==> src/rtl/ex_muldiv.sv <==
// ex_muldiv: iterative MULT/MULTU/DIV/DIVU unit for the EX stage.
// Owns the architectural HI/LO registers and stalls the front of the
// pipeline while an operation is in flight.
// Optional feature: define MULDIV_DIV_EN to build the divide datapath;
// without it, divide requests complete immediately and leave HI/LO untouched.
module ex_muldiv (
  input  logic        clk_i,
  input  logic        rst_i,
  input  logic        start_i,
  input  logic [1:0]  op_i,
  input  logic [31:0] rs_data_i,
  input  logic [31:0] rt_data_i,
  output logic [31:0] hi_o,
  output logic [31:0] lo_o,
  output logic        busy_o,
  output logic        stall_o,
  output logic        done_o,
  output logic        div_by_zero_o
);

  typedef enum logic [1:0] {IDLE, CALC, FIX} state_t;

  state_t      state_reg, state_next;
  logic [4:0]  cnt_reg;
  logic        sign_a_reg, sign_b_reg;
  // Multiply: |A| (added each cycle). Divide: |B| (the divisor).
  logic [31:0] opnd_reg;
  // Multiply: {partial product, remaining multiplier bits}.
  // Divide: low half shifts dividend bits out and quotient bits in.
  logic [63:0] acc_reg;
  logic [31:0] hi_reg, lo_reg;
  logic        done_reg;

  logic        is_signed;
  logic [31:0] mag_a, mag_b;
  logic        bypass_req;
  logic [32:0] mul_sum;
  logic [63:0] prod_fix;
  logic [31:0] fix_hi, fix_lo;

`ifdef MULDIV_DIV_EN
  logic        op_div_reg;
  logic        dbz_reg;
  // Remainder is always below the divisor, so 32 bits hold it; the
  // 33-bit working remainder is formed by shifting in the next dividend bit.
  logic [31:0] rem_reg;
  logic [32:0] div_shift;
  logic [32:0] div_trial;
  logic        div_borrow;
`endif

  // Operand magnitudes and the requests that finish without iterating
  always_comb begin
    is_signed = ~op_i[0];
    mag_a     = (is_signed && rs_data_i[31]) ? -rs_data_i : rs_data_i;
    mag_b     = (is_signed && rt_data_i[31]) ? -rt_data_i : rt_data_i;
`ifdef MULDIV_DIV_EN
    bypass_req = start_i & op_i[1] & (rt_data_i == 32'd0);
`else
    bypass_req = start_i & op_i[1];
`endif
  end

  // One iteration of shift-add multiply and restoring divide
  always_comb begin
    mul_sum = {1'b0, acc_reg[63:32]} + (acc_reg[0] ? {1'b0, opnd_reg} : 33'd0);
`ifdef MULDIV_DIV_EN
    div_shift  = {rem_reg, acc_reg[31]};
    div_trial  = div_shift - {1'b0, opnd_reg};
    div_borrow = div_trial[32];
`endif
  end

  // Sign correction applied in FIX
  always_comb begin
    prod_fix = (sign_a_reg ^ sign_b_reg) ? -acc_reg : acc_reg;
    fix_hi   = prod_fix[63:32];
    fix_lo   = prod_fix[31:0];
`ifdef MULDIV_DIV_EN
    if (op_div_reg) begin
      fix_lo = (sign_a_reg ^ sign_b_reg) ? -acc_reg[31:0] : acc_reg[31:0];
      fix_hi = sign_a_reg ? -rem_reg : rem_reg;
    end
`endif
  end

  // State register
  always_ff @(posedge clk_i or posedge rst_i) begin
    if (rst_i) state_reg <= IDLE;
    else       state_reg <= state_next;
  end

  // Next-state logic
  always_comb begin
    state_next = state_reg;
    case (state_reg)
      IDLE:    if (start_i && !bypass_req) state_next = CALC;
      CALC:    if (cnt_reg == 5'd31) state_next = FIX;
      FIX:     state_next = IDLE;
      default: state_next = IDLE;
    endcase
  end

  // Datapath: operand capture, iteration, HI/LO write-back and done pulses
  always_ff @(posedge clk_i or posedge rst_i) begin
    if (rst_i) begin
      cnt_reg    <= 5'd0;
      sign_a_reg <= 1'b0;
      sign_b_reg <= 1'b0;
      opnd_reg   <= 32'd0;
      acc_reg    <= 64'd0;
      hi_reg     <= 32'd0;
      lo_reg     <= 32'd0;
      done_reg   <= 1'b0;
`ifdef MULDIV_DIV_EN
      op_div_reg <= 1'b0;
      dbz_reg    <= 1'b0;
      rem_reg    <= 32'd0;
`endif
    end else begin
      done_reg <= 1'b0;
`ifdef MULDIV_DIV_EN
      dbz_reg  <= 1'b0;
`endif
      case (state_reg)
        IDLE: begin
          if (start_i) begin
            if (bypass_req) begin
              done_reg <= 1'b1;
`ifdef MULDIV_DIV_EN
              dbz_reg  <= 1'b1;
`endif
            end else begin
              cnt_reg    <= 5'd0;
              sign_a_reg <= is_signed & rs_data_i[31];
              sign_b_reg <= is_signed & rt_data_i[31];
`ifdef MULDIV_DIV_EN
              op_div_reg <= op_i[1];
              rem_reg    <= 32'd0;
              if (op_i[1]) begin
                opnd_reg <= mag_b;
                acc_reg  <= {32'd0, mag_a};
              end else begin
                opnd_reg <= mag_a;
                acc_reg  <= {32'd0, mag_b};
              end
`else
              opnd_reg <= mag_a;
              acc_reg  <= {32'd0, mag_b};
`endif
            end
          end
        end
        CALC: begin
          cnt_reg <= cnt_reg + 5'd1;
`ifdef MULDIV_DIV_EN
          if (op_div_reg) begin
            acc_reg[31:0] <= {acc_reg[30:0], ~div_borrow};
            rem_reg       <= div_borrow ? div_shift[31:0] : div_trial[31:0];
          end else begin
            acc_reg <= {mul_sum, acc_reg[31:1]};
          end
`else
          acc_reg <= {mul_sum, acc_reg[31:1]};
`endif
        end
        FIX: begin
          hi_reg   <= fix_hi;
          lo_reg   <= fix_lo;
          done_reg <= 1'b1;
        end
        default: ;
      endcase
    end
  end

  assign hi_o    = hi_reg;
  assign lo_o    = lo_reg;
  assign busy_o  = (state_reg != IDLE);
  assign stall_o = busy_o | (start_i & (state_reg == IDLE) & ~bypass_req);
  assign done_o  = done_reg;
`ifdef MULDIV_DIV_EN
  assign div_by_zero_o = dbz_reg;
`else
  assign div_by_zero_o = 1'b0;
`endif

endmodule

==> config.mk <==
export PLATFORM = sky130hd
export DESIGN_NAME = ex_muldiv
export DESIGN_NICKNAME = d
export VERILOG_FILES = /design/src/rtl/ex_muldiv.sv
export SDC_FILE = /design/constraint.sdc
export NUM_CORES = 1
export LEC_CHECK = 0
export CELL_PAD_IN_SITES_DETAIL_PLACEMENT = 0
export CELL_PAD_IN_SITES_GLOBAL_PLACEMENT = 1
export CORE_UTILIZATION = 46
export CTS_CLUSTER_DIAMETER = 80
export DETAILED_ROUTE_END_ITERATION = 16
export GPL_TIMING_DRIVEN = 0
export PLACE_DENSITY = 0.94
export REMOVE_ABC_BUFFERS = 1
export SYNTH_ARGS = -nofsm -noshare
export SYNTH_HDL_FRONTEND = slang
export SYNTH_SLANG_ARGS = --single-unit
export TNS_END_PERCENT = 10
==> constraint.sdc <==
create_clock -name clk_i -period 9.6 [get_ports clk_i]
set_input_delay 0.96 -clock clk_i [delete_from_list [all_inputs] [get_ports clk_i]]
set_output_delay 0.96 -clock clk_i [all_outputs]
set_load 0.01 [all_outputs]
======== Yosys cells after proc, flatten, opt, wreduce, memory -nomap -nowiden ========
Cells that the tools add are included.
word-level totals
  register bits after elaboration ......... 170
  input port bits ......................... 69
  output and inout bits ................... 68
  logic and storage cells ................. 56
operators by class
  add/subtract/negate cells ............... 5
  equality and inequality tests ........... 7
  mux-type cells .......................... 16
  bitwise operators ....................... 9
  reduce and logical (&&, ||, !) cells .... 10
operator list
  cell                   count
  $mux W64               3
  $pmux W64 S2           1
  $mux W32               3
  $neg A32 Y32           2
  $neg A64 Y64           1
  $add A32 B32 Y33       1
  $mux W5                2
  $pmux W5 S2            1
  $ne A2 B2 Y1 const B   4
  $reduce_and A3 Y1      2
  $add A5 B1 Y5 const B  1
  $and A1 B1 Y1          5
  $eq A5 B5 Y1 const B   1
  $mux W2                2
  $pmux W2 S2            1
  $reduce_bool A2 Y1     2
  $logic_and A1 B1 Y1    3
  $eq A2 B1 Y1 const B   1
  $eq A2 B2 Y1 const B   1
  $logic_not A2 Y1       1
  $mux W1                2
  $not A1 Y1             2
  $pmux W1 S2            1
  $reduce_and A2 Y1      1
  other kinds (3)        3

======== Logic depth before layout (Yosys ltp) ========
Gate-level depths: netlist (run 1).
  word-level depth ........................ 6
  mapped depth ............................ 12
  depth with buffers taken out ............ 11

======== Least setup slack after synthesis (run 1) ========
No wires, ideal clock.
  kind .................................... input port to flip-flop
  start ................................... input port rs_data_i[18]
  end ..................................... register opnd_reg[29]
  library setup time ...................... 0.135 ns
  arrival time ............................ 2.895 ns
  data required time ...................... 9.465 ns
  path slack .............................. 6.570 ns
  cell stages on the path ................. 7
  path buffers ............................ 0
  path through ............................ or4_1 > nor4_1 > nand3_1 > or4_1 > o31ai_1 > xor2_1 > o21ai_0
on the way
  word-level cells in the longest chain between the ends .. 2
RTL lines
  element                 line  source
  start: declaration      11    input logic [31:0] rs_data_i,
  $neg A32 Y32            55    mag_a = (is_signed && rs_data_i[31]) ? -rs_data_i : rs_data_i;
  $mux W32                55
  end signal: assignment  148   opnd_reg <= mag_a;
  end: declaration        27    logic [31:0] opnd_reg;
No other way between the ends.
A chain may end at the register's enable or synchronous reset.

======== Worst setup path in the final report (run 1) ========
  start ................................... register acc_reg[0]
  end ..................................... register acc_reg[62]
on the way
  word-level cells in the longest chain between the ends .. 3
RTL lines
  element                   line  source
  start: declaration        30    logic [63:0] acc_reg;
  start signal: assignment  149   acc_reg <= {32'd0, mag_b};
  start signal: assignment  164   acc_reg <= {mul_sum, acc_reg[31:1]};
  $mux W32                  66    mul_sum = {1'b0, acc_reg[63:32]} + (acc_reg[0] ? {1'b0, opnd_reg} : 33'd0);
  $add A32 B32 Y33          66
  $pmux W64 S2              125   case (state_reg)
No other way between the ends.

==> impl_metrics.ini, run 1 <==
[yosys]
synth_adder_area_share_pct = 4.39
synth_cell_type_count = 62
synth_top_area_cell = dfrtp_1
ys_seq_area_share_pct = 38.7
synth_area_um2 = 11000
postSynthCellCount = 1308
ys.flop_type = dfrtp_1
ys_async_sr_fraction_pct = 100
yosys.area_share.xor_xnor_pct = 10.7
avgSynthCellArea_um2 = 8.41
synth_top_family_by_area = compound AO/OA/AOI/OAI gates
synthTopCellsByArea = dfrtp_1, o21ai_0, nand2_1
synth_compound_area_share_pct = 23.0
ys_ff_latch = 170
synth-edff-count = 0
synth_mux_area_share_pct = 0.182
ys_warn_count = 0
netlist.area_leader.share_pct = 38.7
synth-simple-area-share_pct = 19.6

[timing]
min_period_ns = 3.79
rsz0062_at_grt = no
maxSlewHeadroom_pct = 25.8
setup_viol = 0
fmax_ghz = 0.264
hold_ws_ns = 0.473
finalClockSkew_ns = 0.0112
setup_tns_ns = 0
min_period_over_period_pct = 39.5
tightestPinTransition_ns = 1.11
hold_viol = 0
slew_violations = 0

[clock_tree]
cts_tree = built
clkLatencyLatePin_ns = 0.43
ctsResizeCount = 0
clockRootBuffer = clkbuf_16
hold_buffers = 0
clk_pin_slew_ns = 0.07
cts_setup_buffers = 0
clockBufferDepth = 2
numCtsBuffers = 17
htree_levels = 4
clock_sinks = 170

[setup_path]
r2r_start = acc_reg[0]$_DFFE_PP0P_
path_max_fanout = 35
crit_required_ns = 9.91
path_class = flop to flop
arrival_ns = 4.11
r2r_setup_slack_ns = 5.81
r2r_cells = 10
rr_endpoint = acc_reg[62]$_DFFE_PP0P_
end_kind = flop
start_kind = flop

[hold_path]
hold_start = opnd_reg[13]$_DFFE_PP0P_
min_to = opnd_reg[13]$_DFFE_PP0P_
whs_path_depth = 2
min_path_type = flop to flop

[final_layout]
final_nets = 1503
mostFrequentLayoutCell = o21ai_0
largest_register_ffs = 64
final_cell_mix = o21ai_0, nand2_1, dfrtp_1
syn_to_final_growth_pct = 20.7
antenna_cells = 0
final_core_utilization_pct = 56.6
final_layout_size_suffix_gt1_share_pct = 3.98

[pwr]
p_total_w = 0.00397
power.leakage_nw = 5.43
peakVddDrop_mv = 0.115
power_density_nw_per_um2 = 299

[die]
rows = 56
initial_core_util_pct = 46.8
coreArea_um2 = 23500
dieArea_um2 = 24500
ios = 137
die_w_um = 157
die_h_um = 157

[global_routing]
first_global_vias = 9257
grt_max_degree = 100
grt_antenna_before_repair = 0
grt_pass1_wl_mm = 46.5
grt_overflow = 0
grt_usage_pct = 24.1

[routing]
ant_nets = 0
drt_iter0_drc = 749
vias_per_cell = 5.77
firstDrtPassIters = 6
routedWlPerCell_um = 16.5
remaining_drc_errors = 0
routed_wl_mm = 28.4
vias = 9958

[placed_design]
gp_congestion = 0.859
port_buffers = 135
dp_hpwl_mm = 21.0

[run]
cap_violations = 0

[run_status]
status = finished, final reports clean
## worst max path at each step
stage / startpoint / to / cells past startpoint
after detailed placement: acc_reg[0]$_DFFE_PP0P_ / acc_reg[62]$_DFFE_PP0P_ / 10
final: acc_reg[0]$_DFFE_PP0P_ / acc_reg[62]$_DFFE_PP0P_ / 10
after global placement: rst_i / hi_o[20]$_DFFE_PP0P_ / 2
after global routing: acc_reg[0]$_DFFE_PP0P_ / acc_reg[62]$_DFFE_PP0P_ / 10
after CTS: acc_reg[0]$_DFFE_PP0P_ / acc_reg[62]$_DFFE_PP0P_ / 10
after floorplan: rst_i / acc_reg[0]$_DFFE_PP0P_ / 1
## critical path, stage by stage, from the launching register on
cell	delay [ns]
dfrtp_1	0.94
nand2_1	0.24
inv_1	0.11
ha_1	0.15
a21oi_1	0.05
nand4b_1	0.26
a21o_1	0.26
a21o_1	0.23
a2111oi_1	0.97
a21oi_1	0.14
o311ai_0	0.33
## cell usage after synthesis, drive strengths merged (30+ instances only)
library cell,count
nor2,79
nor3,30
xor2,62
and2,34
ha,37
a22oi,30
a21oi,78
xnor2,72
clkbuf,72
dfrtp,170
nand2,174
o21ai,190
## cell families after synthesis
logic type	Yosys count
simple gates	444
compound gates	418
flops	170
xor+xnor	134
buf+inv	101
fa+ha+maj	38
mux	2
other cells	1
## power by group
group	internal, W	switching (W)
Sequential	0.000966	0.000305
Clock	0.000397	0.000290
Combinational	0.000898	0.00111
## metrics by stage
step                      area [um^2]  std cells  setup WS (ns)
final                           13300       1727           5.81
after global routing            13300       1727           5.45
after CTS                       13300       1727           5.50
after detailed placement        12700       1696           5.53
after global placement          12500       1688           1.73
after floorplan                 10700       1234           4.04
## routing by layer
metal / vias to the layer above / global-route usage (%) / part of all wire, % / wire (um)
met5: - / 0 / 0 / 0
met4: 0 / 8.17 / 2.6 / 743
met3: 53 / 3.68 / 5.7 / 1630
met1: 4706 / 32.3 / 45 / 12900
met2: 330 / 39.7 / 46 / 13100
li1: 4869 / - / - / -
## area by class of cell
cell class              instances  area [um^2]
clock buffers                  22          464
fillers                      2155        10200
inverters                      27          109
multi-input cells            1037         6410
clock inverters                 9          113
flip-flops and latches        170         4250
repair buffers                143         1530
well taps                     319          399
Power figures use the tool's default switching activity.
==> run 2: changes to the inputs <==
CORE_UTILIZATION = 39   (was 46)
PLACE_DENSITY = 0.85   (was 0.94)
clock period = 3.3 ns   (was 9.6 ns; I/O delays follow)
==> run 2 against run 1 <==
Effect of this change:
- combinational power grew to 3.0 times the previous value
- count of clock-buffer cells in the layout stayed put
- hold slack worse by 0.19 ns
- clock power grew to 3.1 times the previous value
- first-iteration DRC count decreased by 13%
- register-to-register slack got worse by 5.7 ns
- largest cell class unchanged
- maximum frequency is 17% higher
- utilization fell by 8.0 points
- sequential share of layout area decreased by 0.47 points
==> impl_metrics.ini, run 2 (synthesized netlist as in run 1, its figures left out) <==
[run_status]
status = finished, final reports clean

[timing]
hold_ws_ns = 0.286
fmax_ghz = 0.310
min_period_ns = 3.23
hold_viol = 0
maxSlewHeadroom_pct = 21.0
setup_viol = 0
min_period_over_period_pct = 97.9
finalClockSkew_ns = 0.00806
tightestPinTransition_ns = 1.18
rsz0062_at_grt = yes
slew_violations = 0

[setup_path]
r2r_start = acc_reg[4]$_DFFE_PP0P_
crit_required_ns = 3.60
r2r_cells = 7
setup.worst_path.end = hi_o[20]$_DFFE_PP0P_
start_kind = flop
r2r_setup_slack_ns = 0.07
end_kind = flop
path_class = flop to flop
rr_endpoint = hi_o[20]$_DFFE_PP0P_
arrival_ns = 3.53
cp-startpoint = acc_reg[4]$_DFFE_PP0P_
path_max_fanout = 7

[routing]
routed_wl_mm = 29.6
vias = 9815
drt_iter0_drc = 648
firstDrtPassIters = 6
ant_nets = 0
remaining_drc_errors = 0
routedWlPerCell_um = 16.6
vias_per_cell = 5.50

[clock_tree]
numCtsBuffers = 17
clkLatencyLatePin_ns = 0.43
clockRootBuffer = clkbuf_16
htree_levels = 4
clock_sinks = 170
hold_buffers = 0
cts_tree = built
cts_setup_buffers = 0
clockBufferDepth = 2
clk_pin_slew_ns = 0.06

[die]
dieArea_um2 = 28900
rows = 61
ios = 137
coreArea_um2 = 27800
initial_core_util_pct = 39.6
die_w_um = 170
die_h_um = 170

[global_routing]
grt_pass1_wl_mm = 48.8
grt_antenna_before_repair = 0
grt_max_degree = 121
first_global_vias = 9203
grt_overflow = 0
grt_usage_pct = 21.3

[placed_design]
port_buffers = 135
post_dp_cell_area_um2 = 12800
dp_hpwl_mm = 22.0
placedCellCount = 1755
gp_congestion = 0.876

[final_layout]
final_nets = 1503
fin_cells = 1784
stdcell_area_um2 = 13500
final_layout_size_suffix_gt1_share_pct = 4.55
final_cell_mix = o21ai_0, nand2_1, dfrtp_1
syn_to_final_growth_pct = 22.6
multi_input_area_um2 = 6470
mostFrequentLayoutCell = o21ai_0
fill_cells = 2721
largest_register_ffs = 64
seq_area_um2 = 4260
antenna_cells = 0

[pwr]
peakVddDrop_mv = 0.397
power_density_nw_per_um2 = 880
power.leakage_nw = 5.48

[run]
cap_violations = 0

[hold_path]
min_path_type = input port to asynchronous set/reset pin
## run 2: timing repair
item                                    in CTS  in global routing
hold endpoints to repair                     0                  0
endpoints found under the setup margin      16                 20
resized for setup                            6                  7
## run 2: worst min path at each step
stage	start	end	slack [ns]	cells after the start
floorplan	opnd_reg[0]$_DFFE_PP0P_	opnd_reg[0]$_DFFE_PP0P_	0.44	2
global placement	opnd_reg[12]$_DFFE_PP0P_	opnd_reg[12]$_DFFE_PP0P_	0.45	2
detailed placement	opnd_reg[18]$_DFFE_PP0P_	opnd_reg[18]$_DFFE_PP0P_	0.46	2
CTS	rst_i	hi_o[8]$_DFFE_PP0P_	0.31	2
global route	rst_i	lo_o[1]$_DFFE_PP0P_	0.33	2
finish	rst_i	lo_o[1]$_DFFE_PP0P_	0.29	2
## run 2: power by group
| group | switching, W | internal (W) |
|---|---|---|
| Sequential | 0.000905 | 0.00281 |
| Combinational | 0.00330 | 0.00270 |
| Clock | 0.000824 | 0.00132 |
## run 2: cell type report
cell class	count	area share, %
Multi-Input combinational cell	1037	48.0
Timing Repair Buffer	143	11.6
Clock buffer	22	3.52
Sequential cell	170	31.6
Tap cell	378	3.51
Inverter	27	0.807
Clock inverter	7	1.05
## run 2: critical path: stages (launching register included)
cell and delay [ns]:
dfrtp_1 0.46, or4_4 0.59, or4_4 0.48, or3_1 0.44
nor3_1 0.54, a21oi_1 0.19, xnor2_1 0.27, o21ai_0 0.12
## run 2: through the flow
stage          total power [W]  TNS [ns]  utilization (%)  setup slack, ns
6_report                0.0119         0             48.5           0.0690
5_1_grt                 0.0128   -0.0417             48.5          -0.0261
4_1_cts                 0.0119         0             48.4          0.00153
3_5_place_dp           0.00968     -3.37             46.1           -0.811
3_3_place_gp           0.00933   -894.12             45.1            -4.04
2_1_floorplan          0.00759   -279.96                -            -1.63
## run 2: routing by layer
metal / wire length, um / part of all wire, % / GRT usage [%] / up-vias
met3: 1600 / 5.4 / 3.53 / 29
met4: 401 / 1.4 / 5.60 / 0
met1: 13900 / 47 / 29.1 / 4644
li1: - / - / - / 4862
met2: 13800 / 46 / 34.8 / 280
met5: 0 / 0 / 0 / -
